===== config.mk =====
export PLATFORM = sky130hd
export DESIGN_NAME = ins_prefetch
export DESIGN_NICKNAME = d
export VERILOG_FILES = /design/src/rtl/bythoven_pkg.sv /design/src/rtl/sync_fifo.sv /design/src/rtl/ins_prefetch.sv
export SDC_FILE = /design/constraint.sdc
export NUM_CORES = 1
export LEC_CHECK = 0
export CORE_ASPECT_RATIO = 1.25
export CORE_MARGIN = 3
export CORE_UTILIZATION = 40
export DETAILED_ROUTE_END_ITERATION = 7
export SLEW_MARGIN = 30
export SYNTH_ARGS = -nofsm -noshare
export SYNTH_HDL_FRONTEND = slang
export SYNTH_SLANG_ARGS = --single-unit

===== constraint.sdc =====
create_clock -name CLK -period 5.85 [get_ports CLK]
set_clock_uncertainty 0.2 [all_clocks]
set_input_delay 1.17 -clock CLK [delete_from_list [all_inputs] [get_ports CLK]]
set_output_delay 1.17 -clock CLK [all_outputs]
set_load 0.005 [all_outputs]

===== src/rtl/bythoven_pkg.sv =====
// ============================================================================
// bythoven_pkg : shared widths, opcodes and fetch-state encoding
// Revision     : 1.0
// ============================================================================
`default_nettype none

package bythoven_pkg;

    localparam int ADDR_W = 18;
    localparam int DATA_W = 16;

    localparam logic [3:0] OP_END   = 4'b0000;
    localparam logic [3:0] OP_BPM   = 4'b0001;
    localparam int         NOTE_BIT = 15;

    typedef enum logic [1:0] {
        IDLE  = 2'd0,
        FETCH = 2'd1,
        HALT  = 2'd2
    } fetch_state_t;

endpackage

`default_nettype wire


===== src/rtl/sync_fifo.sv =====
// ============================================================================
// sync_fifo : single-clock FIFO with flush; push while full succeeds on pop
// Revision  : 1.0
// ============================================================================
`default_nettype none

module sync_fifo #(
    parameter int WIDTH = 34,
    parameter int DEPTH = 4
) (
    input  logic             clk,
    input  logic             rst,
    input  logic             push,
    input  logic             pop,
    input  logic             flush,
    input  logic [WIDTH-1:0] wr_data,
    output logic [WIDTH-1:0] rd_data,
    output logic             full,
    output logic             empty
);

    localparam int PTR_W = $clog2(DEPTH);
    localparam int CNT_W = PTR_W + 1;

    logic [WIDTH-1:0] store [DEPTH];
    logic [PTR_W-1:0] rd_ptr;
    logic [PTR_W-1:0] wr_ptr;
    logic [CNT_W-1:0] count;
    logic             do_pop;
    logic             do_push;

    assign full    = (count == CNT_W'(DEPTH));
    assign empty   = (count == '0);
    assign do_pop  = pop && !empty;
    assign do_push = push && (!full || do_pop);
    assign rd_data = store[rd_ptr];

    always_ff @(posedge clk or posedge rst) begin
        if (rst) begin
            rd_ptr <= '0;
            wr_ptr <= '0;
            count  <= '0;
            for (int i = 0; i < DEPTH; i++) begin
                store[i] <= '0;
            end
        end else if (flush) begin
            rd_ptr <= '0;
            wr_ptr <= '0;
            count  <= '0;
        end else begin
            if (do_push) begin
                store[wr_ptr] <= wr_data;
                wr_ptr        <= wr_ptr + 1'b1;
            end
            if (do_pop) begin
                rd_ptr <= rd_ptr + 1'b1;
            end
            if (do_push && !do_pop) begin
                count <= count + 1'b1;
            end else if (!do_push && do_pop) begin
                count <= count - 1'b1;
            end
        end
    end

endmodule

`default_nettype wire


===== src/rtl/ins_prefetch.sv =====
// ============================================================================
// ins_prefetch : SRAM instruction fetcher feeding a valid/ready FIFO
// Revision     : 1.0
// ============================================================================
`default_nettype none

module ins_prefetch #(
    parameter int ADDR_W      = bythoven_pkg::ADDR_W,
    parameter int DATA_W      = bythoven_pkg::DATA_W,
    parameter int DEPTH       = 4,
    parameter int WAIT_CYCLES = 2
) (
    input  logic              CLK,
    input  logic              RST,
    input  logic              START,
    input  logic [ADDR_W-1:0] START_ADDR,
    output logic [ADDR_W-1:0] SRAM_A,
    input  logic [DATA_W-1:0] SRAM_D,
    output logic [DATA_W-1:0] INS,
    output logic [ADDR_W-1:0] INS_PC,
    output logic              INS_VALID,
    input  logic              INS_READY,
    output logic              BUSY,
    output logic              DONE
);

    import bythoven_pkg::*;

    localparam int WC_W    = (WAIT_CYCLES > 0) ? $clog2(WAIT_CYCLES + 1) : 1;
    localparam int ENTRY_W = ADDR_W + DATA_W;

    fetch_state_t       state;
    logic [ADDR_W-1:0]  pc;
    logic [WC_W-1:0]    wait_cnt;
    logic               done_q;

    logic               fifo_full;
    logic               fifo_empty;
    logic [ENTRY_W-1:0] fifo_rd;
    logic               handshake;
    logic               pop;
    logic               at_wait;
    logic               fetch_push;
    logic               word_is_end;

    assign handshake   = INS_VALID && INS_READY;
    // START flushes the FIFO, so a pop racing it must not advance anything
    assign pop         = handshake && !START;
    assign at_wait     = (wait_cnt == WC_W'(WAIT_CYCLES));
    assign fetch_push  = (state == FETCH) && at_wait && (!fifo_full || handshake) && !START;
    assign word_is_end = (SRAM_D[DATA_W-1 -: 4] == OP_END);

    sync_fifo #(
        .WIDTH (ENTRY_W),
        .DEPTH (DEPTH)
    ) u_fifo (
        .clk     (CLK),
        .rst     (RST),
        .push    (fetch_push),
        .pop     (pop),
        .flush   (START),
        .wr_data ({pc, SRAM_D}),
        .rd_data (fifo_rd),
        .full    (fifo_full),
        .empty   (fifo_empty)
    );

    assign INS_PC    = fifo_rd[ENTRY_W-1 -: ADDR_W];
    assign INS       = fifo_rd[DATA_W-1:0];
    assign INS_VALID = !fifo_empty;
    assign BUSY      = (state == FETCH);
    assign DONE      = done_q;

    always_ff @(posedge CLK or posedge RST) begin
        if (RST) begin
            state    <= IDLE;
            pc       <= '0;
            SRAM_A   <= '0;
            wait_cnt <= '0;
            done_q   <= 1'b0;
        end else if (START) begin
            state    <= FETCH;
            pc       <= START_ADDR;
            SRAM_A   <= START_ADDR;
            wait_cnt <= '0;
            done_q   <= 1'b0;
        end else begin
            if (pop && (INS[DATA_W-1 -: 4] == OP_END)) begin
                done_q <= 1'b1;
            end
            case (state)
                IDLE: ;
                FETCH: begin
                    if (!at_wait) begin
                        wait_cnt <= wait_cnt + 1'b1;
                    end else if (fetch_push) begin
                        pc       <= pc + 1'b1;
                        SRAM_A   <= pc + 1'b1;
                        wait_cnt <= '0;
                        if (word_is_end) begin
                            state <= HALT;
                        end
                    end
                end
                HALT: ;
                default: state <= IDLE;
            endcase
        end
    end

endmodule

`default_nettype wire


Word level (Yosys, flattened, before mapping)

Index checks and enable logic that the tools add are counted.

Output and inout port bits: 55
Logic and storage cells: 94
Flip-flop bits (word level): 166

$add $sub $neg: 6
Bitwise logic cells: 3
Multiplexer cells: 28
Order comparisons: 3
Reductions and logical operators: 34
Eq/ne operators: 9

Operators with widths:

| kind                                                                          | count |
|---|---|
| 136-bit bitwise mux                                                           | 1 |
| 34-bit 2-to-1 mux                                                             | 3 |
| 18-bit 2-to-1 mux                                                             | 4 |
| 34-bit binary-select mux with 2-bit select                                    | 1 |
| 34-bit demux with 2-bit select                                                | 1 |
| 2-bit 2-to-1 mux                                                              | 12 |
| 18-bit by 1-bit adder with 18-bit output (second input constant)              | 1 |
| 3-bit by 2-bit inequality test with 1-bit output (second input constant)      | 4 |
| 2-bit nonzero test                                                            | 6 |
| 1-bit logical AND                                                             | 11 |
| 3-bit 2-to-1 mux                                                              | 3 |
| 4-bit logical NOT                                                             | 2 |
| 2-bit by 1-bit adder with 2-bit output (second input constant)                | 3 |
| 3-bit greater-or-equal comparator (second input constant)                     | 2 |
| 2-bit NOT with 3-bit output                                                   | 2 |
| 1-bit logical NOT                                                             | 5 |
| 2-bit == test (second input constant)                                         | 2 |
| 2-bit one-hot mux with 2 select lines                                         | 1 |
| 2-bit AND reduction                                                           | 2 |
| 4-bit AND reduction                                                           | 1 |
| 3-bit by 1-bit adder with 3-bit output (second input constant)                | 1 |
| 3-bit == test (second input constant)                                         | 1 |
| 3-bit logical NOT                                                             | 1 |
| 3-bit by 1-bit less-than comparator with 1-bit output (second input constant) | 1 |
| other kinds (10)                                                              | 12 |

Depth between registers and ports, before layout

Gate-level depths: netlist of the first run.

Word-level depth: 12
Mapped depth: 8
Depth with buffers taken out: 7

Hierarchy

A second synthesis of the first run with hierarchy kept.

Cell total of the unflattened synthesis: 550
Area total of the unflattened synthesis: 8210.4 sq um

By module, submodules not included:

| module       | times used | cells each | area each (sq um) | sequential area each (sq um) |
|---|---|---|---|---|
| sync_fifo    | 1          | 395        | 6830.3            | 3578.4 |
| ins_prefetch | 1          | 155        | 1380.1            | 575.6 |

Worst setup path before layout of the first run

OpenSTA, ideal clock, no wires.

Kind: input to register
From: input port START
To: register u_fifo.count[2]
Data arrival time: 2.558 ns
Data required time: 5.514 ns
Path slack: 2.956 ns
Setup time: 0.136 ns
Cell stages on the path: 7
Path buffers: 1
Cell sequence: inv_1 > clkbuf_1 > and3_1 > fa_1 > or3_1 > a31oi_1 > a21oi_1

Longest elaborated chain between the ends: 8
Elaborated cells on any way between the ends: 13
Classes of those cells: mux: 2; reduce/logical: 11

RTL lines:

| element                                                | line                                   | RTL |
|---|---|---|
| start, declared                                        | ins_prefetch.sv:15                     | `input logic START,` |
| 1-bit logical NOT                                      | ins_prefetch.sv:48, ins_prefetch.sv:50 |  |
| 1-bit logical AND                                      | ins_prefetch.sv:48                     | `assign pop = handshake && !START;` |
| 1-bit logical AND                                      | sync_fifo.sv:34                        | `assign do_pop = pop && !empty;` |
| 1-bit logical OR                                       | sync_fifo.sv:35                        | `assign do_push = push && (!full \|\| do_pop);` |
| 1-bit logical AND                                      | sync_fifo.sv:35                        |  |
| 1-bit logical AND or 1-bit logical NOT (tied branches) | sync_fifo.sv:58, sync_fifo.sv:60       |  |
| 3-bit 2-to-1 mux or 1-bit logical AND (tied branches)  | sync_fifo.sv:58, sync_fifo.sv:60       |  |
| 3-bit 2-to-1 mux or 3-bit nonzero test (tied branches) | --                                     |  |
| end signal, assigned                                   | sync_fifo.sv:59                        | `count <= count + 1'b1;` |
| end signal, assigned                                   | sync_fifo.sv:61                        | `count <= count - 1'b1;` |
| end, declared                                          | sync_fifo.sv:28                        | `logic [CNT_W-1:0] count;` |

Parallel ways exist; a longest one is shown, timed or not.
A chain may end at the register's enable or synchronous reset.

Worst setup path after layout of the first run

From: register u_fifo.rd_ptr[0]
To: output port INS_PC[9]

Longest elaborated chain between the ends: 4

RTL lines:

| element                                              | line               | RTL |
|---|---|---|
| start, declared                                      | sync_fifo.sv:26    | `logic [PTR_W-1:0] rd_ptr;` |
| start signal, assigned                               | sync_fifo.sv:56    | `rd_ptr <= rd_ptr + 1'b1;` |
| 2-bit NOT with 3-bit output (implied by the code)    | sync_fifo.sv:36    | `assign rd_data = store[rd_ptr];` |
| 34-bit binary-select mux with 2-bit select           | sync_fifo.sv:36    |  |
| 34-bit 2-to-1 mux (implied by the code) (2 in a row) | sync_fifo.sv:36    |  |
| end, declared                                        | ins_prefetch.sv:20 | `output logic [ADDR_W-1:0] INS_PC,` |

Every way passes these cells. The select of a mux whose other input is x is not followed.

==> metrics.txt, run 1 <==
total setup buffers inserted after CTS=0; critical-path cell with the highest stage delay=dfrtp_2; dpl ws=1.79 ns; vias in the first global route=between 5000 and 6000; initial antenna violation count=0; Logic pwr share=0.266; Die W=approximately 130 um; crit path capture type=output pin; CP bufs+invs=2; Final period util=0.718; CP peak stage delay=0.95 ns; synth unique cells=50; sequential area share after synthesis=0.535; Async SR Flop Fraction=1.00; Clock Latency Late Sink=around 0.42 ns; syn_nets=about 570; Tightest Hold Check Type=reg2reg; gr usage total=0.173; pin count of the biggest net entering global routing=167; H-tree Lvls=4; layout net count=about 650; crit-path leading delay family=flip-flops; Die H=162 um; Flop pwr share=0.416; Tmin final=4.20 ns; Pins Over Slew Limit=0; I/O Pins=93; area delta synth->final=21.3%; clock-pin slew on the worst setup and hold paths=about 0.06 ns; Starting Density=0.411; critical path arrival=roughly 2.8 ns; gr ovfl total=0; hold wc startpoint=u_fifo.store[91]; number of enable flip-flop cells after synthesis=0; Net Sw Power=between 900 and 1000 uW; row count=56; crit path cell chain=buf_4 > mux4_2 > clkdlybuf4s50_1; gp weighted congestion=about 0.74; port bufs=between 90 and 100; final hold violation count=0; Max Cap Viol=0; Max rail drop VDD=0.000222 V; CP Class=reg2out; nature of the critical path startpoint=flip-flop; Synth top area share=0.535; Seq cells post-synth=~170; full die area=21100 sq um; status=finished clean; Static Leak=around 0.0042 uW; Post-Syn Instances=~530; Syn. warnings=0; Int Pwr=~2700 uW; cts bufs inserted=17; clk root buf=clkbuf_16; RSZ-0062 raised after global routing=false; post-route setup TNS=0 ns; hold_buf cts=0; mapped cell area=roughly 7800 sq um; crit path launch=u_fifo.rd_ptr[0]; # DRC=0; Starting DRT DRC Count=about 210; Resized cells post-CTS=0; Post-synth top flop=dfrtp_1; Worst Tran Pin Value=0.977 ns; Area contributors post-synth=dfrtp_1, mux2_2, mux4_2; Clk pwr share=0.318; CORE AREA=18900 sq um; Worst Setup Slack, final=roughly 1.7 ns; CP Max Fanout=24; Avg WL per Cell=slightly above 20 um; Fill cells=between 1500 and 2000; DRT Wirelength=between 15 and 20 mm; Sink Count=166; pwr dens=384 nW/um^2; top cell type by total area after synthesis=dfrtp_1; Synth Area per Inst=about 15 sq um; Final Setup Violations=0; CP required=4.48 ns; DRT Pass-1 Iters=4; mean number of vias per cell=about 5.6; first-pass GRT wire length=between 20 and 30 mm; CTS max path bufs=2; # diodes=0; hpwl dp=10.8 mm; CTS tree=yes; R2R Path Start=u_fifo.rd_ptr[0]; via count=approximately 4800; net switching fraction of the power=0.257; share of layout cells above drive strength 1=0.312; Max Freq=between 200 and 250 MHz; max_slew headroom=0.349; ANT nets after route=0
synth_stat cells (4+ instances only):
library cell	instances
o31ai_1	8
nand2_4	4
mux4_2	34
mux2_2	110
buf_6	13
clkbuf_1	13
nand2_1	15
o21ai_0	11
a31oi_1	9
nand3_1	7
nor2_1	16
buf_2	8
nand4_1	7
dfrtp_1	166
a21oi_1	5
and3_1	4
xor2_1	6
inv_1	9
mux2_1	26
or4_1	10
ha_1	5
per-layer routing:
layer / vias up / part of all wire / wire length (um) / global-route usage
li1: 2144 / - / - / -
met3: 12 / 0.030 / 525 / 0.0388
met5: - / 0 / 0 / 0
met1: 2544 / 0.43 / 7360 / 0.217
met4: 0 / 0.011 / 187 / 0.0524
met2: 79 / 0.53 / 9180 / 0.296
final timing paths:
kind,endpoint,slack (ns),depth (start not counted)
max reg2reg,DONE,3.22,4
max,INS_PC[9],1.65,3
min reg2reg,u_fifo.store[91],0.29,1
min,u_fifo.store[91],0.29,1
min in group asynchronous,u_fifo.store[27],1.01,3
max in group asynchronous,u_fifo.rd_ptr[1],3.66,4
through the flow:
stage | power, uW | utilization | cells | hold WS (ns) | area, sq um
after detailed placement | 2520 | 0.464 | 820 | 0.276 | 8780
after floorplan | 2010 | - | 528 | 0.259 | 7770
after CTS | 3680 | 0.497 | 852 | 0.295 | 9400
after global placement | 2480 | 0.464 | 820 | 0.268 | 8780
after global routing | 3820 | 0.498 | 853 | 0.304 | 9430
final | 3620 | 0.498 | 853 | 0.291 | 9430
power by group through the flow:
stage               Clock, uW  Sequential, uW  Combinational, uW
floorplan                   0            1420                588
global placement            0            1520                965
detailed placement          0            1540                980
CTS                      1180            1520                984
global route             1230            1540               1050
finish                   1150            1510                963
kinds of logic after synthesis:
logic type                 Yosys count  share of synthesized area
adders and majority gates            6                     0.0106
muxes                              171                      0.297
and+or+nand+nor                     89                     0.0762
AOI/OAI and AO/OA                   43                     0.0361
DFF                                166                      0.535
xor gates and xnor gates             9                     0.0101
buffers and inverters               44                     0.0356
registers in the layout (all words and copies together) (netlist names):
name           cells
u_fifo.store     136
pc                18
u_fifo.count       3
state              2
u_fifo.rd_ptr      2
u_fifo.wr_ptr      2
wait_cnt           2
DONE               1
placed cells by master, fill, tap and decap left out, types with 5 or more instances in the layout:
cell,synthesis,routed
dfrtp_1,166,164
mux2_2,110,110
clkdlybuf4s50_1,0,92
mux4_2,34,34
mux2_1,26,26
clkbuf_16,0,17
nor2_1,16,16
nand2_1,15,15
o21ai_0,11,11
or4_1,10,10
a31oi_1,9,9
inv_1,9,8
o31ai_1,8,8
nand3_1,7,7
nand4_1,7,7
xor2_1,6,6
clkinvlp_4,0,6
a21oi_1,5,5
ha_1,5,5
final cells by class:
| type | count | area [sq um] | share of cell area |
|---|---|---|---|
| Clock inverter | 11 | 146 | 0.0155 |
| Clock buffer | 21 | 470 | 0.0499 |
| Multi-Input combinational cell | 318 | 3340 | 0.354 |
| Sequential cell | 166 | 4160 | 0.441 |
| Inverter | 9 | 37.5 | 0.00398 |
| Tap cell | 232 | 290 | 0.0308 |
| Timing Repair Buffer | 96 | 983 | 0.104 |
No activity file was read; power rests on OpenSTA's default activity.
==> inputs of run 2 (changes only) <==
==> constraint.sdc (replaced) <==
create_clock -name CLK -period 3.68 [get_ports CLK]
set_clock_uncertainty 0.2 [all_clocks]
set_input_delay 0.736 -clock CLK [delete_from_list [all_inputs] [get_ports CLK]]
set_output_delay 0.736 -clock CLK [all_outputs]
set_load 0.005 [all_outputs]
==> metrics.txt, run 2 (synthesis gave the netlist of run 1 again) <==
Clock Latency Late Sink=0.42 ns (about the same); share of layout cells above drive strength 1=0.313 (about the same); Largest register FFs=136 (unchanged); Design Power=5650 uW (+56%); H-tree Lvls=4 (unchanged); hpwl dp=10.8 mm (+0.40%); cts bufs inserted=17 (unchanged); hold_buf cts=0 (unchanged); Die H=162 um (unchanged); DRT Wirelength=17.0 mm (-1.6%); initial antenna violation count=0 (unchanged); r2r setup slk=1.13 ns (-2.09 ns); post-route setup TNS=0 ns (unchanged); full die area=21100 sq um (unchanged); port bufs=92 (unchanged); I/O Pins=93 (unchanged); Resized cells post-CTS=0 (unchanged); Final Setup Violations=0 (unchanged); Post-Layout Inst Area=9400 sq um (-0.29%); gr usage total=0.168 (-0.00424); Avg WL per Cell=19.8 um (-1.9%); Fill cells=1624 (-1.9%); mean number of vias per cell=5.54 (-1.1%); CP peak stage delay=0.61 ns (-0.34 ns); DRT Pass-1 Iters=4 (unchanged); critical-path cell with the highest stage delay=mux4_2; via count=4741 (-0.80%); Max rail drop VDD=0.000318 V (+44%); Max Freq=between 300 and 400 MHz; Worst Tran Pin Value=0.750 ns (-0.227 ns); Tmin final=~3.2 ns; clk root buf=clkbuf_16; Final Non-Filler Cells=856 (+0.35%); max_slew headroom=0.500 (+0.151); Sink Count=166 (unchanged); pin count of the biggest net entering global routing=135 (-19%); CTS max path bufs=2 (unchanged); crit path cell chain=buf_4 > mux4_2 > clkdlybuf4s50_1; # DRC=0 (unchanged); most common cell after layout, fill and taps aside=dfrtp_1; CP Class=reg2out; CP required=2.74 ns (-1.74 ns); CP bufs+invs=2 (unchanged); row count=56 (unchanged); Pins Over Slew Limit=0 (unchanged); top flop regs=u_fifo.store (136), pc (18), u_fifo.count (3); Final period util=0.873; most frequent cells in the layout=dfrtp_1, mux2_2, clkdlybuf4s50_1; final hold violation count=0 (unchanged); first-pass GRT wire length=27.2 mm (-2.3%); crit path capture type=output pin; ANT nets after route=0 (unchanged); placed cell count=825 (+0.61%); crit-path leading delay family=buffers and inverters; RSZ-0062 raised after global routing=false; Tightest Hold Check Type=reg2reg; Die W=131 um (unchanged); Static Leak=0.00420 uW (about the same); CORE AREA=18900 sq um (unchanged); nature of the critical path startpoint=flip-flop; Starting Density=0.411 (unchanged); Max Cap Viol=0 (unchanged); # diodes=0 (unchanged); CTS tree=yes; gr ovfl total=0 (unchanged); CP Max Fanout=23 (-4.2%); clock-pin slew on the worst setup and hold paths=0.06 ns (about the same); total setup buffers inserted after CTS=0 (unchanged); area delta synth->final=20.9%; vias in the first global route=4956 (-2.7%); Finished Core Util=0.497 (-0.00145); critical path arrival=2.27 ns (-0.56 ns); gp weighted congestion=0.731 (-0.58%); Starting DRT DRC Count=232 (+8.9%); Placement Cell Area=8830 sq um (+0.57%); largest reg by FF count=u_fifo.store; layout net count=656 (+0.61%); pwr dens=602 nW/um^2 (+57%); status=finished clean
## run 2: cell count changes in the layout (fill, tap and decap cells not counted)
cell        previous run  this run
buf_4                  2         6
clkbuf_1               1         3
clkinv_2               2         4
clkinvlp_4             6         4
buf_12                 1         2
buf_16                 1         0
bufinv_16              3         2
clkbuf_8               3         2
inv_6                  1         0
## run 2: cell type report
cell class	count	area [sq um]	area share
Timing Repair Buffer	100	1010	0.107
Inverter	9	37.5	0.00399
Sequential cell	166	4160	0.442
Clock buffer	22	464	0.0494
Multi-Input combinational cell	318	3340	0.355
Clock inverter	9	103	0.0109
Tap cell	232	290	0.0309
## run 2: layer usage
metal / global-route usage / vias to the layer above / wire [um]
met2: 0.281 / 83 / 8890
li1: - / 2148 / -
met1: 0.220 / 2492 / 7290
met4: 0.0533 / 0 / 261
met3: 0.0339 / 18 / 535
met5: 0 / - / 0
## run 2: final timing paths
check	depth (start not counted)	startpoint	to
worst max-delay path	3	u_fifo.rd_ptr[0]	INS[15]
worst min-delay path	1	u_fifo.store[18]	u_fifo.store[18]
worst max register to register	5	u_fifo.rd_ptr[0]	DONE
worst min register to register	1	u_fifo.store[18]	u_fifo.store[18]
max in group asynchronous	3	RST	u_fifo.store[117]
min in group asynchronous	3	RST	u_fifo.store[27]
## run 2: power by group
group          total [uW]  switching [uW]  internal, uW
sequential           2320             202          2110
clock                1710             683          1030
combinational        1630             578          1050
total                5650            1460          4190
## run 2: metrics by stage
| stage | hold WS, ns | setup WS [ns] |
|---|---|---|
| 2_1_floorplan | 0.259 | 0.631 |
| 3_3_place_gp | 0.269 | 0.604 |
| 3_5_place_dp | 0.281 | 0.557 |
| 4_1_cts | 0.295 | 0.384 |
| 5_1_grt | 0.303 | 0.328 |
| 6_report | 0.288 | 0.469 |
==> inputs of run 3 (changes only) <==
--- a/config.mk
+++ b/config.mk
@@ -9,7 +9,9 @@
 export CORE_MARGIN = 3
 export CORE_UTILIZATION = 40
 export DETAILED_ROUTE_END_ITERATION = 7
+export GPL_TIMING_DRIVEN = 0
 export SLEW_MARGIN = 30
 export SYNTH_ARGS = -nofsm -noshare
 export SYNTH_HDL_FRONTEND = slang
 export SYNTH_SLANG_ARGS = --single-unit
+export TNS_END_PERCENT = 50
==> metrics.txt, run 3 (synthesis gave the netlist of run 1 again) <==
Starting DRT DRC Count=262 (+13%); Hold Path Stages=1 (unchanged); H-tree Lvls=4 (unchanged); CP required=2.74 ns (about the same); CTS max path bufs=2 (unchanged); Flop pwr share=0.394 (-0.016); Fill cells=1566 (-3.6%); Net Sw Power=1550 uW (+5.9%); Placement Cell Area=9130 sq um (+3.4%); port bufs=92 (unchanged); Design Power=5810 uW (+2.7%); Finished Core Util=0.515 (+0.0178); dpl ws=0.188 ns (-0.368 ns); pin count of the biggest net entering global routing=31 (-77%); Worst R2R Path Depth=7 (+2); Worst Setup Slack, final=0.128 ns (-0.341 ns); max_slew headroom=0.526 (+0.0262); Clk pwr share=0.315 (+0.013); DRT Pass-1 Iters=5 (+1); CP Class=reg2out; cts bufs inserted=17 (unchanged); Clock Latency Late Sink=0.42 ns (about the same); CORE AREA=18900 sq um (unchanged); Pins Over Slew Limit=0 (unchanged); # diodes=0 (unchanged); CP Max Fanout=10 (-57%); # DRC=0 (unchanged); largest reg by FF count=u_fifo.store; post-route setup TNS=0 ns (unchanged); crit path launch=u_fifo.rd_ptr[1]; Max Cap Viol=0 (unchanged); hold wc startpoint=u_fifo.store[24]; Logic pwr share=0.291 (+0.003); crit path capture type=output pin; most common cell after layout, fill and taps aside=dfrtp_1; hold_buf cts=0 (unchanged); vias in the first global route=5358 (+8.1%); area delta synth->final=25.3%; row count=56 (unchanged); status=finished clean; Sink Count=166 (unchanged); top flop regs=u_fifo.store (136), pc (18), u_fifo.count (3); Largest register FFs=136 (unchanged); Post-Layout Inst Area=9730 sq um (+3.6%); DRT Wirelength=18.0 mm (+6.1%); share of layout cells above drive strength 1=0.332 (+0.0193); I/O Pins=93 (unchanged); clk root buf=clkbuf_16; layout net count=689 (+5.0%); Avg WL per Cell=20.3 um (+2.2%); Starting Density=0.411 (unchanged); Tmin final=3.55 ns (+0.341 ns); hpwl dp=12.6 mm (+17%); Final Setup Violations=0 (unchanged); first-pass GRT wire length=29.9 mm (+9.8%); Tightest Hold Check Type=reg2reg; net switching fraction of the power=0.267 (+0.00801); initial antenna violation count=0 (unchanged); R2R Path Start=wait_cnt[1]; gr ovfl total=0 (unchanged); CTS tree=yes; pwr dens=596 nW/um^2 (-0.86%); Max Freq=282 MHz (-9.6%); Final period util=0.965 (+0.0927); Worst Tran Pin Value=0.711 ns (-0.0393 ns); full die area=21100 sq um (unchanged); ANT nets after route=0 (unchanged); mean number of vias per cell=5.50 (-0.65%); Die W=131 um (unchanged); via count=4892 (+3.2%); clock-pin slew on the worst setup and hold paths=0.06 ns (about the same); gp weighted congestion=0.787 (+7.7%); critical path arrival=2.62 ns (+0.35 ns); Max rail drop VDD=0.000304 V (-4.5%); most frequent cells in the layout=dfrtp_1, mux2_2, clkdlybuf4s50_1; final hold violation count=0 (unchanged); RSZ-0062 raised after global routing=false; Static Leak=0.00438 uW (+4.3%); gr usage total=0.185 (+0.0167); nature of the critical path startpoint=flip-flop; Die H=162 um (unchanged); Int Pwr=4260 uW (+1.6%)
-- run 3: what timing repair did --
item / in CTS / in global routing
resized for setup: 1 / 2
buffers inserted: 0 / 0
setup endpoints to repair: 7 / 9
-- run 3: power by group through the flow --
stage               registers [uW]  logic [uW]  clock network (uW)
floorplan                     2260         935                   0
global placement              2290        1670                   0
detailed placement            2320        1720                   0
CTS                           2290        1730                1860
global route                  2320        1850                1940
finish                        2290        1690                1830
-- run 3: metrics by stage --
stage	hold slack [ns]	instances
3_5_place_dp	0.276	858
6_report	0.288	889
2_1_floorplan	0.259	528
3_3_place_gp	0.268	852
4_1_cts	0.290	889
5_1_grt	0.310	889
-- run 3: final timing paths --
path	endpoint	slack, ns
worst max-delay path	INS[1]	0.13
max in group asynchronous	u_fifo.store[71]	1.87
worst max register to register	u_fifo.count[2]	1.18
min in group asynchronous	u_fifo.store[127]	0.49
worst min register to register	u_fifo.store[24]	0.29
worst min-delay path	u_fifo.store[24]	0.29
-- run 3: area by class of cell --
| cell class | instances | area [sq um] | share of cell area |
|---|---|---|---|
| multi-input combinational | 318 | 3340 | 0.343 |
| clock buffer | 17 | 425 | 0.0437 |
| timing repair buffer | 98 | 1060 | 0.109 |
| buffer | 35 | 245 | 0.0252 |
| clock inverter | 14 | 178 | 0.0183 |
| sequential | 166 | 4150 | 0.427 |
| inverter | 9 | 37.5 | 0.00386 |
| tap | 232 | 290 | 0.0298 |
-- run 3: metal layers --
metal,global-route usage,wire length (um),part of all wire
met2,0.309,9550,0.53
met1,0.243,7670,0.43
met3,0.0408,533,0.030
met4,0.0505,265,0.015
met5,0,0,0
-- run 3: worst max-delay path: stages (launching register included) --
cell,delay [ns]
dfrtp_1,0.32
clkbuf_1,0.37
clkbuf_1,0.60
mux4_2,0.44
clkdlybuf4s50_1,0.46
